[src/rtl/cpu_trace_pkg.sv]
// Shared types and constants for the CPU trace line capture block.
package cpu_trace_pkg;

  typedef enum logic [3:0] {
    S_IDLE,
    S_TIME,
    S_PC,
    S_SEP,
    S_GRF,
    S_ADDR,
    S_PREDATA,
    S_DATA,
    S_DONE
  } state_e;

  localparam logic [1:0] FORMAT_NONE = 2'd0;
  localparam logic [1:0] FORMAT_REG  = 2'd1;
  localparam logic [1:0] FORMAT_MEM  = 2'd2;

  localparam logic [7:0] CH_START  = 8'h5E; // '^'
  localparam logic [7:0] CH_AT     = 8'h40; // '@'
  localparam logic [7:0] CH_COLON  = 8'h3A; // ':'
  localparam logic [7:0] CH_DOLLAR = 8'h24; // '$'
  localparam logic [7:0] CH_STAR   = 8'h2A; // '*'
  localparam logic [7:0] CH_LT     = 8'h3C; // '<'
  localparam logic [7:0] CH_EQ     = 8'h3D; // '='
  localparam logic [7:0] CH_HASH   = 8'h23; // '#'

endpackage

[src/rtl/cpu_trace_capture_if.sv]
// Trace character stream in, captured record handshake out.
interface cpu_trace_capture_if;
  logic [7:0]  char;
  logic [1:0]  format_type;
  logic        rec_ready;
  logic        rec_valid;
  logic [1:0]  rec_type;
  logic [15:0] rec_time;
  logic [31:0] rec_pc;
  logic [31:0] rec_dst;
  logic [31:0] rec_data;
  logic        overflow;

  modport master (
    output char, format_type, rec_ready,
    input  rec_valid, rec_type, rec_time, rec_pc, rec_dst, rec_data, overflow
  );

  modport slave (
    input  char, format_type, rec_ready,
    output rec_valid, rec_type, rec_time, rec_pc, rec_dst, rec_data, overflow
  );
endinterface

[src/rtl/trace_char_class.sv]
// Classifies one ASCII char as decimal / lowercase-hex digit and yields its nibble.
module trace_char_class (
  input  logic [7:0] i_char,
  output logic       o_is_dec,
  output logic       o_is_hex,
  output logic [3:0] o_nibble
);
  always_comb begin
    o_is_dec = 1'b0;
    o_is_hex = 1'b0;
    o_nibble = 4'd0;
    if (i_char >= 8'h30 && i_char <= 8'h39) begin
      o_is_dec = 1'b1;
      o_is_hex = 1'b1;
      o_nibble = i_char[3:0];
    end else if (i_char >= 8'h61 && i_char <= 8'h66) begin
      // 'a'..'f' have low nibble 1..6
      o_is_hex = 1'b1;
      o_nibble = i_char[3:0] + 4'd9;
    end
  end
endmodule

[src/rtl/cpu_trace_capture.sv]
// Parses "^time@pc: $reg <= data#" / "*addr" trace lines and holds one record for downstream.
module cpu_trace_capture
  import cpu_trace_pkg::*;
(
  input  logic                       clk,
  input  logic                       reset,
  cpu_trace_capture_if.slave         bus
);

  state_e      r_state, w_next;
  logic [15:0] r_time;
  logic [31:0] r_pc, r_dst, r_data;
  logic        w_is_dec, w_is_hex;
  logic [3:0]  w_nib;
  logic        w_start, w_load, w_accept;

  logic        r_valid, r_overflow;
  logic [1:0]  r_type;
  logic [15:0] r_rec_time;
  logic [31:0] r_rec_pc, r_rec_dst, r_rec_data;

  trace_char_class u_class (
    .i_char   (bus.char),
    .o_is_dec (w_is_dec),
    .o_is_hex (w_is_hex),
    .o_nibble (w_nib)
  );

  assign w_start  = (bus.char == CH_START);
  assign w_load   = (r_state == S_DONE) && (bus.format_type != FORMAT_NONE);
  assign w_accept = r_valid && bus.rec_ready;

  always_ff @(posedge clk or posedge reset) begin
    if (reset) r_state <= S_IDLE;
    else       r_state <= w_next;
  end

  always_comb begin
    w_next = r_state;
    if (w_start) begin
      w_next = S_TIME;
    end else begin
      case (r_state)
        S_TIME:    if (bus.char == CH_AT)     w_next = S_PC;
        S_PC:      if (bus.char == CH_COLON)  w_next = S_SEP;
        S_SEP: begin
          if (bus.char == CH_DOLLAR)    w_next = S_GRF;
          else if (bus.char == CH_STAR) w_next = S_ADDR;
        end
        S_GRF,
        S_ADDR:    if (bus.char == CH_LT)     w_next = S_PREDATA;
        S_PREDATA: if (bus.char == CH_EQ)     w_next = S_DATA;
        S_DATA:    if (bus.char == CH_HASH)   w_next = S_DONE;
        S_DONE:    w_next = S_IDLE;
        default:   w_next = r_state;
      endcase
    end
  end

  // Accumulators survive DONE so the record can be loaded in that cycle.
  always_ff @(posedge clk or posedge reset) begin
    if (reset) begin
      r_time <= '0;
      r_pc   <= '0;
      r_dst  <= '0;
      r_data <= '0;
    end else if (w_start) begin
      r_time <= '0;
      r_pc   <= '0;
      r_dst  <= '0;
      r_data <= '0;
    end else begin
      case (r_state)
        S_TIME: if (w_is_dec) r_time <= r_time * 16'd10 + {12'd0, w_nib};
        S_GRF:  if (w_is_dec) r_dst  <= r_dst * 32'd10 + {28'd0, w_nib};
        S_PC:   if (w_is_hex) r_pc   <= {r_pc[27:0], w_nib};
        S_ADDR: if (w_is_hex) r_dst  <= {r_dst[27:0], w_nib};
        S_DATA: if (w_is_hex) r_data <= {r_data[27:0], w_nib};
        default: ;
      endcase
    end
  end

  // A load wins over an accept; a load into a held, unaccepted record is dropped.
  always_ff @(posedge clk or posedge reset) begin
    if (reset) begin
      r_valid    <= 1'b0;
      r_overflow <= 1'b0;
      r_type     <= '0;
      r_rec_time <= '0;
      r_rec_pc   <= '0;
      r_rec_dst  <= '0;
      r_rec_data <= '0;
    end else if (w_load && (!r_valid || bus.rec_ready)) begin
      r_valid    <= 1'b1;
      r_type     <= bus.format_type;
      r_rec_time <= r_time;
      r_rec_pc   <= r_pc;
      r_rec_dst  <= r_dst;
      r_rec_data <= r_data;
    end else if (w_load) begin
      r_overflow <= 1'b1;
    end else if (w_accept) begin
      r_valid    <= 1'b0;
    end
  end

  assign bus.rec_valid = r_valid;
  assign bus.rec_type  = r_type;
  assign bus.rec_time  = r_rec_time;
  assign bus.rec_pc    = r_rec_pc;
  assign bus.rec_dst   = r_rec_dst;
  assign bus.rec_data  = r_rec_data;
  assign bus.overflow  = r_overflow;

endmodule

[src/flat_wrapper.sv]
// flat-port wrapper written by rule: the top's interface ports become plain ports
module cpu_trace_capture_flat import cpu_trace_pkg::*;
  (clk, reset, bus_char, bus_format_type, bus_rec_ready, bus_rec_valid, bus_rec_type, bus_rec_time, bus_rec_pc, bus_rec_dst, bus_rec_data, bus_overflow);
  cpu_trace_capture_if bus_i ();
  input  logic clk;
  input  logic reset;
  input wire logic [$bits(bus_i.char)-1:0] bus_char;
  input wire logic [$bits(bus_i.format_type)-1:0] bus_format_type;
  input wire logic [$bits(bus_i.rec_ready)-1:0] bus_rec_ready;
  output wire logic [$bits(bus_i.rec_valid)-1:0] bus_rec_valid;
  output wire logic [$bits(bus_i.rec_type)-1:0] bus_rec_type;
  output wire logic [$bits(bus_i.rec_time)-1:0] bus_rec_time;
  output wire logic [$bits(bus_i.rec_pc)-1:0] bus_rec_pc;
  output wire logic [$bits(bus_i.rec_dst)-1:0] bus_rec_dst;
  output wire logic [$bits(bus_i.rec_data)-1:0] bus_rec_data;
  output wire logic [$bits(bus_i.overflow)-1:0] bus_overflow;
  assign bus_i.char = bus_char;
  assign bus_i.format_type = bus_format_type;
  assign bus_i.rec_ready = bus_rec_ready;
  assign bus_rec_valid = bus_i.rec_valid;
  assign bus_rec_type = bus_i.rec_type;
  assign bus_rec_time = bus_i.rec_time;
  assign bus_rec_pc = bus_i.rec_pc;
  assign bus_rec_dst = bus_i.rec_dst;
  assign bus_rec_data = bus_i.rec_data;
  assign bus_overflow = bus_i.overflow;
  cpu_trace_capture u_core (.clk(clk), .reset(reset), .bus(bus_i));
endmodule
[config.mk]
export PLATFORM = sky130hd
export DESIGN_NAME = cpu_trace_capture_flat
export DESIGN_NICKNAME = d
export VERILOG_FILES = /design/src/rtl/cpu_trace_pkg.sv /design/src/rtl/cpu_trace_capture_if.sv /design/src/rtl/trace_char_class.sv /design/src/rtl/cpu_trace_capture.sv /design/src/flat_wrapper.sv
export SDC_FILE = /design/constraint.sdc
export NUM_CORES = 1
export LEC_CHECK = 0
export ABC_AREA = 1
export CAP_MARGIN = 15
export CORE_ASPECT_RATIO = 0.6
export CORE_MARGIN = 2
export CORE_UTILIZATION = 50
export CTS_CLUSTER_DIAMETER = 30
export CTS_CLUSTER_SIZE = 40
export DETAILED_ROUTE_END_ITERATION = 12
export GPL_TIMING_DRIVEN = 0
export PLACE_DENSITY = 0.71
export SLEW_MARGIN = 20
export SYNTH_ARGS = -nofsm -noshare
export SYNTH_HDL_FRONTEND = slang
export SYNTH_SLANG_ARGS = --single-unit
export TNS_END_PERCENT = 30
[constraint.sdc]
create_clock -name clk -period 12.6 [get_ports clk]
set_input_delay 2.52 -clock clk [delete_from_list [all_inputs] [get_ports clk]]
set_output_delay 2.52 -clock clk [all_outputs]
set_load 0.02 [all_outputs]
# After elaboration in Yosys (flattened, before gate mapping)
# Cells that the tools add are included.
# word_totals
inputBits	13
wordCells	101
output_inout_bits	116
reg_bits	232
# op_classes
n_reduce_logical	24
n_lt_le_gt_ge	4
multipliers	2
muxes	30
bitwise	1
eq_ne	25
n_addsub	3
# op_table
cell	n
$mux 32	9
$pmux 32 s2	1
$eq 8x6->1 const B	6
$mux 16	3
$mux 4	10
$add 32x4->32	1
$mul 32x3->31 const B	1
$pmux 4 s7	1
$add 16x4->16	1
$eq 4x3->1 const B	4
$eq 8x7->1 const B	2
$mul 16x3->15 const B	1
$ne 3x1->1 const B	5
$reduce_bool 2->1	7
$reduce_and 2->1	5
$eq 4x2->1 const B	2
$ge 8x6->1 const B	1
$ge 8x7->1 const B	1
$le 8x6->1 const B	1
$le 8x7->1 const B	1
$reduce_bool 8->1	1
$reduce_and 7->1	1
$mux 1	6
$ne 3x2->1 const B	2
other kinds (12)	16

# Longest topological paths before layout
# Gate-level depths: netlist (run 1).
# depth
ltp_word	8
ltp_mapped	27
ltp_nobuf	27

# Modules after synthesis
# From an unflattened synthesis (run 1), not the netlist that was laid out.
# hier_totals
hier_cells	1799
area_unflattened_um2	13765.7
# by_module_without_submodules
mod	seq_area_each_um2	n_inst	area_each_um2	cells_per_inst
cpu_trace_capture	5805.6	1	13538.0	1760
trace_char_class	0.0	1	227.7	39

# Worst setup path before layout (run 1)
# Ideal clock, no wire load.
# synth_path
kind	in2reg
from	input bus_char[1]
to	register u_core.r_time[15]
n_path_buf	0
arrival_ns	5.479
path_stages	20
setup_ns	0.118
required_time_ns	12.482
setup_slack_ns	7.004
path_cell_list	inv_1 > ha_1 > nor3_1 > nor2_1 > inv_2 > nand2_1 > xor2_1 > nor2_1 > inv_1 > fa_1 > or2_2 > a21oi_1 > nand3_1 > nor2_1 > and3_1 > nand4_1 > nor2_1 > nand3b_1 > nand3_1 > nand2_1
# synth_via
elab_chain_len	8
word_cells_on_any_way	18
classes_between	add/sub: 2; order compare: 4; eq/ne: 1; mux: 6; reduce/logical: 5
# synth_rtl
element	line_no	text
start: declaration	flat_wrapper.sv:7	input wire logic [$bits(bus_i.char)-1:0] bus_char;
$ge 8x7->1 / $le 8x7->1 (equally long branches)	trace_char_class.sv:16	end else if (i_char >= 8'h61 && i_char <= 8'h66) begin
$logic_and 1x1->1	trace_char_class.sv:16	
$mux 4	trace_char_class.sv:16	
$mux 4	trace_char_class.sv:12	if (i_char >= 8'h30 && i_char <= 8'h39) begin
$add 16x4->16	cpu_trace_capture.sv:74	S_TIME: if (w_is_dec) r_time <= r_time * 16'd10 + {12'd0, w_nib};
$mux 16	cpu_trace_capture.sv:74	
$mux 16	cpu_trace_capture.sv:73	case (r_state)
$mux 16	cpu_trace_capture.sv:67	end else if (w_start) begin
end signal: assignment	cpu_trace_capture.sv:74	
end: declaration	cpu_trace_capture.sv:11	logic [15:0] r_time;
# Parallel ways exist; a longest one is shown, timed or not. The select of a mux whose other input is x is not followed.
# A chain may end at the register's enable or synchronous reset.

# Worst setup path after layout (run 1)
# layout_path
from	input bus_char[0]
to	register u_core.r_time[15]
# The elaborated chain is that of the path after synthesis.

==> out/metrics.cfg, run 1 <==
[status]
outcome = finished, final reports clean

[critical_path]
worstPathArrival_ns = 6.85
r2r-start = u_core.r_dst[1]$_DFFE_PP0P_
startpoint = bus_char[0]
critPathMaxFanout = 7
worst_setup_path_end_kind = flip-flop
critical_path_required_ns = 13.01
setup.worst_path.start_class = input port
r2r_slack_ns = 8.82
critPathCapture = u_core.r_time[15]$_DFFE_PP0P_
r2r-end = u_core.r_dst[31]$_DFFE_PP0P_
r2r_cells = 15
crit_type = input port to flip-flop

[timing]
rsz0062_at_grt = no
fin_skew_ns = 0.0199
fin_crit_ns = 6.45
final-hold-violation-count = 0
tns_ns = 0
max_freq_mhz = 155
slew_headroom_pct = 32.5
tightest_slew_ns = 1.00
min_period_over_period_pct = 51.2
drv_slew = 0
finalSetupViolCount = 0

[clocking]
cts_tree = built
clockRootBuffer = clkbuf_16
htreeDepth = 2
cts_resized = 0
clkTransAtPathRegs_ns = 0.06
post_cts_buffers = 0
numCtsBuffers = 38
numClockSinks = 232
worst_skew_pair.late_latency_ns = 0.52
cts_buffer_depth = 3
hold_buffers = 0

[floorplanning]
io_pins = 129
start_util_pct = 50.7
core_area_um2 = 27500
die_height_um = 133
die_x_um = 219
rows = 47
die_area_um2 = 29200

[routing]
antenna_left = 0
vias = 12600
initialDrtViolationCount = 1378
wirelength_um = 40100
drc_errors = 0
drt_first_pass_iters = 5
via_per_inst = 5.42
wl_per_cell_um = 17.2

[min_path]
hold_start = u_core.bus.overflow$_DFFE_PP0P_
hp-class = flip-flop to flip-flop

[final_layout]
final_net_count = 2033
final_cell_mix = nand2_1 (432), inv_1 (264), dfrtp_1 (232), o21ai_0 (141), clkdlybuf4s50_1 (127)
drive_above_1_share_pct = 10.8
layout_commonest_cell = nand2_1
synthToLayoutAreaGrowth_pct = 22.8

[logic_synthesis]
synthesis.nets = 1864
synth_area_leader_cell = dfrtp_1
syn_inst = 1759
synth-edff-count = 0
yosys_warnings = 0
synth_area_leaders = dfrtp_1 (42%), nand2_1 (12%), ha_1 (7.9%)
synth_cell_type_count = 52
mappedNetlistArea_um2 = 13900
syn_area_per_cell_um2 = 7.91
seq_area_frac_synth_pct = 41.7
synthDominantCellAreaShare_pct = 41.7
synthFlopType = dfrtp_1
async_reset_ff_share_pct = 100
ys_ff_latch = 232

[global_routing]
grt_max_degree = 97
grt_pass1_vias = 11600
use_met2_pct = 35.4
grt_pass1_wl_um = 63300
met1_usage_pct = 45.0
grt_usage_pct = 27.7
antenna_found_initial = 4
grt_busiest_layer = met1
overflow = 0
use_met3_pct = 7.33

[placed_design]
io_buffers = 127
routabilityCongestion = 0.950
hpwlAfterDp_um = 30600

[flow_run]
cap_violations = 0

-- layout make-up --
type                    instances  area (um2)
inverters                     292        1100
clock buffers                  45        1010
plain buffers                  47         199
fillers                      2369       10400
flip-flops and latches        232        5810
repair buffers                129        1330
clock inverters                23         367
diodes                          4        10.0
multi-input cells            1188        6820
well taps                     367         459
-- registers in the layout (all words and copies together) (netlist names) --
| name | count |
|---|---|
| u_core.r_pc | 32 |
| u_core.r_time | 16 |
| u_core.bus.rec_dst | 32 |
| u_core.bus.rec_valid | 1 |
| u_core.r_data | 32 |
| u_core.bus.rec_type | 2 |
| u_core.bus.rec_pc | 32 |
| u_core.bus.rec_time | 16 |
| u_core.bus.rec_data | 32 |
| u_core.bus.overflow | 1 |
| u_core.r_state | 4 |
| u_core.r_dst | 32 |
-- stage by stage --
stage	instances	setup WS (ns)	util (%)	hold WS (ns)	area (um2)
3_3_place_gp	2253	0.836	57.0	0.453	15700
2_1_floorplan	1759	3.72	-	0.445	13900
5_1_grt	2327	5.92	62.3	0.492	17100
6_report	2327	6.15	62.3	0.473	17100
4_1_cts	2323	6.27	62.2	0.475	17100
3_5_place_dp	2255	5.74	57.2	0.462	15700
-- per-layer routing --
layer | wire length (um) | up-vias | part of all wire (%)
met5 | 0 | - | 0
li1 | - | 6062 | -
met4 | 660 | 0 | 1.6
met1 | 19900 | 5949 | 50
met3 | 4160 | 52 | 10
met2 | 15400 | 543 | 38
-- cell usage after synthesis (4+ instances only) --
cell type	number
xor2_1	21
o21ai_1	15
nand3_2	5
xnor2_1	6
o22ai_1	53
buf_2	12
nand2_4	10
nand2_2	33
nand4_1	22
nor2_4	13
nand3b_1	5
o21ai_0	141
mux2_2	24
a22oi_1	20
nor2_1	100
o211ai_1	4
dfrtp_1	232
nor2_2	10
nor4_1	6
nand3_1	81
nand2_1	432
ha_1	88
fa_1	4
inv_1	265
inv_2	24
a21oi_1	48
clkbuf_1	34
nor3_1	11
-- how the worst min path moves through the flow --
stage / slack (ns) / end / cells after the start
after global placement: 0.45 / u_core.bus.overflow$_DFFE_PP0P_ / 1
final: 0.47 / u_core.bus.overflow$_DFFE_PP0P_ / 1
after global routing: 0.49 / u_core.bus.overflow$_DFFE_PP0P_ / 1
after CTS: 0.47 / u_core.bus.overflow$_DFFE_PP0P_ / 1
after floorplan: 0.45 / u_core.r_dst[31]$_DFFE_PP0P_ / 2
after detailed placement: 0.46 / u_core.bus.overflow$_DFFE_PP0P_ / 1
-- kinds of logic (layout without fill, tap and decap cells) --
| logic type | Yosys count | after routing | share of synthesized area, % |
|---|---|---|---|
| other cells | 0 | 4 | 0 |
| fa+ha+maj | 92 | 92 | 8.48 |
| xor+xnor | 28 | 28 | 1.82 |
| compound gates | 300 | 300 | 12.1 |
| flops | 232 | 232 | 41.7 |
| simple gates | 744 | 744 | 24.7 |
| buf+inv | 339 | 536 | 9.30 |
| mux | 24 | 24 | 1.94 |
-- worst max-delay path, stage by stage --
cell and delay (ns):
clkdlybuf4s50_1 0.56, inv_1 0.11, ha_1 0.23, nor3_1 0.18, nor2_1 0.11, inv_2 0.11
nand2_1 0.07, xor2_1 0.23, nor2_1 0.40, inv_1 0.11, fa_1 0.42, or2_2 0.32
a21oi_1 0.20, nand3_1 0.23, nor2_1 0.23, and3_1 0.24, nand4_1 0.12, nor2_1 0.20
nand3b_1 0.12, nand3_1 0.09, nand2_1 0.05
Power of run 1 is left out: the tool's default activity adds up to more than one toggle a clock period on the data nets, which glitch-free logic cannot reach.
==> run 2, diff against run 1 <==
==> constraint.sdc (replaced) <==
create_clock -name clk -period 6.8 [get_ports clk]
set_input_delay 1.36 -clock clk [delete_from_list [all_inputs] [get_ports clk]]
set_output_delay 1.36 -clock clk [all_outputs]
set_load 0.02 [all_outputs]
==> out/metrics.cfg, run 2 (synthesis results as in run 1) <==
[critical_path]
r2r_slack_ns = 2.92  ; -5.90 ns
setup.worst_path.start_class = input port
critPathMaxFanout = 7  ; unchanged
crit_type = input port to flip-flop
worst_setup_path_end_kind = flip-flop
worstPathArrival_ns = 5.86  ; -0.99 ns
r2r_cells = 15  ; unchanged
r2r-start = u_core.r_dst[1]$_DFFE_PP0P_
r2r-end = u_core.r_dst[31]$_DFFE_PP0P_
critical_path_required_ns = 7.20  ; -5.81 ns

[min_path]
min_path_cells = 2  ; +1
hold_start = u_core.r_dst[31]$_DFFE_PP0P_
hp-class = flip-flop to flip-flop
holdPathEnd = u_core.r_dst[31]$_DFFE_PP0P_

[routing]
via_per_inst = 5.47  ; +0.96%
wl_per_cell_um = 17.5  ; +1.5%
wirelength_um = 40700  ; +1.5%
vias = 12700  ; +0.91%
antenna_left = 0  ; unchanged
drc_errors = 0  ; unchanged
initialDrtViolationCount = 1216  ; -12%
drt_first_pass_iters = 6  ; +1

[placed_design]
hpwlAfterDp_um = 31400  ; +2.6%
routabilityCongestion = 0.946  ; -0.46%
io_buffers = 127  ; unchanged
dp_slack_ns = 0.922  ; -4.81 ns

[timing]
max_freq_mhz = 183
tightest_slew_ns = 0.992  ; -0.0109 ns
tns_ns = 0  ; unchanged
drv_slew = 0  ; unchanged
fin_crit_ns = 5.45
fin_skew_ns = 0.0200  ; +0.000159 ns
slew_headroom_pct = 33.3  ; +0.73 points
min_period_over_period_pct = 80.2
timing.final.ws_setup_ns = 1.35  ; -4.81 ns
finalSetupViolCount = 0  ; unchanged
final-hold-violation-count = 0  ; unchanged
rsz0062_at_grt = no

[clocking]
htreeDepth = 2  ; unchanged
post_cts_buffers = 0  ; unchanged
cts_resized = 0  ; unchanged
clockRootBuffer = clkbuf_16
clkTransAtPathRegs_ns = 0.05  ; about the same
cts_buffer_depth = 3  ; unchanged
worst_skew_pair.late_latency_ns = 0.52  ; about the same
hold_buffers = 0  ; unchanged
numClockSinks = 232  ; unchanged
cts_tree = built
numCtsBuffers = 36  ; -5.3%

[floorplanning]
die_x_um = 219  ; unchanged
core_area_um2 = 27500  ; unchanged
rows = 47  ; unchanged
io_pins = 129  ; unchanged
die_area_um2 = 29200  ; unchanged
die_height_um = 133  ; unchanged
start_util_pct = 50.7  ; unchanged

[status]
outcome = finished, final reports clean

[final_layout]
synthToLayoutAreaGrowth_pct = 22.3
nFillCells = 2370  ; +0.042%
drive_above_1_share_pct = 11.0  ; +0.20 points
register_area_um2 = 5810  ; unchanged
multi_input_area_um2 = 6820  ; unchanged
final_net_count = 2036  ; +0.15%
layout_commonest_cell = nand2_1
final_cell_mix = nand2_1 (432), inv_1 (264), dfrtp_1 (232), o21ai_0 (141), clkdlybuf4s50_1 (127)

[flow_run]
cap_violations = 0  ; unchanged

[global_routing]
grt_pass1_wl_um = 64500  ; +2.0%
antenna_found_initial = 3  ; -1
grt_pass1_vias = 11700  ; +0.91%
overflow = 0  ; unchanged
grt_max_degree = 35  ; -64%
grt_usage_pct = 28.3  ; +0.57 points

[run 2: changes by cell type in the layout (fill, tap and decap cells not counted), moves of 2 or more]
cell and delta:
clkinvlp_4 +5, buf_12 +6, bufinv_16 -6, clkbuf_8 +2
inv_8 -2, clkbuf_1 -4
[run 2: routing by layer]
| layer | up-vias | wire length, um | track usage [%] |
|---|---|---|---|
| met4 | 0 | 667 | 6.64 |
| met3 | 53 | 3380 | 5.34 |
| met5 | - | 0 | 0 |
| met1 | 6104 | 20800 | 46.6 |
| li1 | 6072 | - | - |
| met2 | 492 | 15900 | 37.2 |
[run 2: worst max path at each step]
stage           startpoint                                 to  slack [ns]
6_report       bus_char[0]      u_core.r_time[15]$_DFFE_PP0P_        1.35
2_1_floorplan  bus_char[1]      u_core.r_time[15]$_DFFE_PP0P_        2.36
3_3_place_gp         reset  u_core.bus.rec_dst[8]$_DFFE_PP0P_        0.64
4_1_cts        bus_char[0]      u_core.r_time[15]$_DFFE_PP0P_        1.45
5_1_grt        bus_char[0]      u_core.r_time[15]$_DFFE_PP0P_        1.07
3_5_place_dp   bus_char[0]      u_core.r_time[15]$_DFFE_PP0P_        0.92
[run 2: final cells by class]
type | instances | share of cell area (%)
Antenna cell | 3 | 0.0441
Buffer | 47 | 1.17
Clock buffer | 42 | 5.85
Clock inverter | 21 | 1.32
Inverter | 292 | 6.46
Multi-Input combinational cell | 1188 | 40.0
Sequential cell | 232 | 34.1
Tap cell | 367 | 2.70
Timing Repair Buffer | 134 | 8.33
[run 2: per-stage QoR]
stage,std cells,cell area [um2],utilization (%),hold WS (ns)
6_report,2326,17000,62.0,0.475
5_1_grt,2326,17000,62.0,0.504
4_1_cts,2323,17000,62.0,0.477
3_5_place_dp,2260,15800,57.5,0.462
3_3_place_gp,2253,15700,57.0,0.462
2_1_floorplan,1759,13900,-,0.445
[run 2: critical path, stage by stage]
cell,delay (ns)
clkdlybuf4s50_1,0.58
inv_1,0.12
ha_1,0.24
nor3_1,0.21
nor2_1,0.13
inv_2,0.13
nand2_1,0.08
xor2_1,0.22
nor2_1,0.41
inv_1,0.12
fa_1,0.41
or2_2,0.33
a21oi_1,0.23
nand3_1,0.23
nor2_1,0.23
and3_1,0.24
nand4_1,0.13
nor2_1,0.21
nand3b_1,0.12
nand3_1,0.08
nand2_1,0.05
Power of run 2 is left out for the same reason.
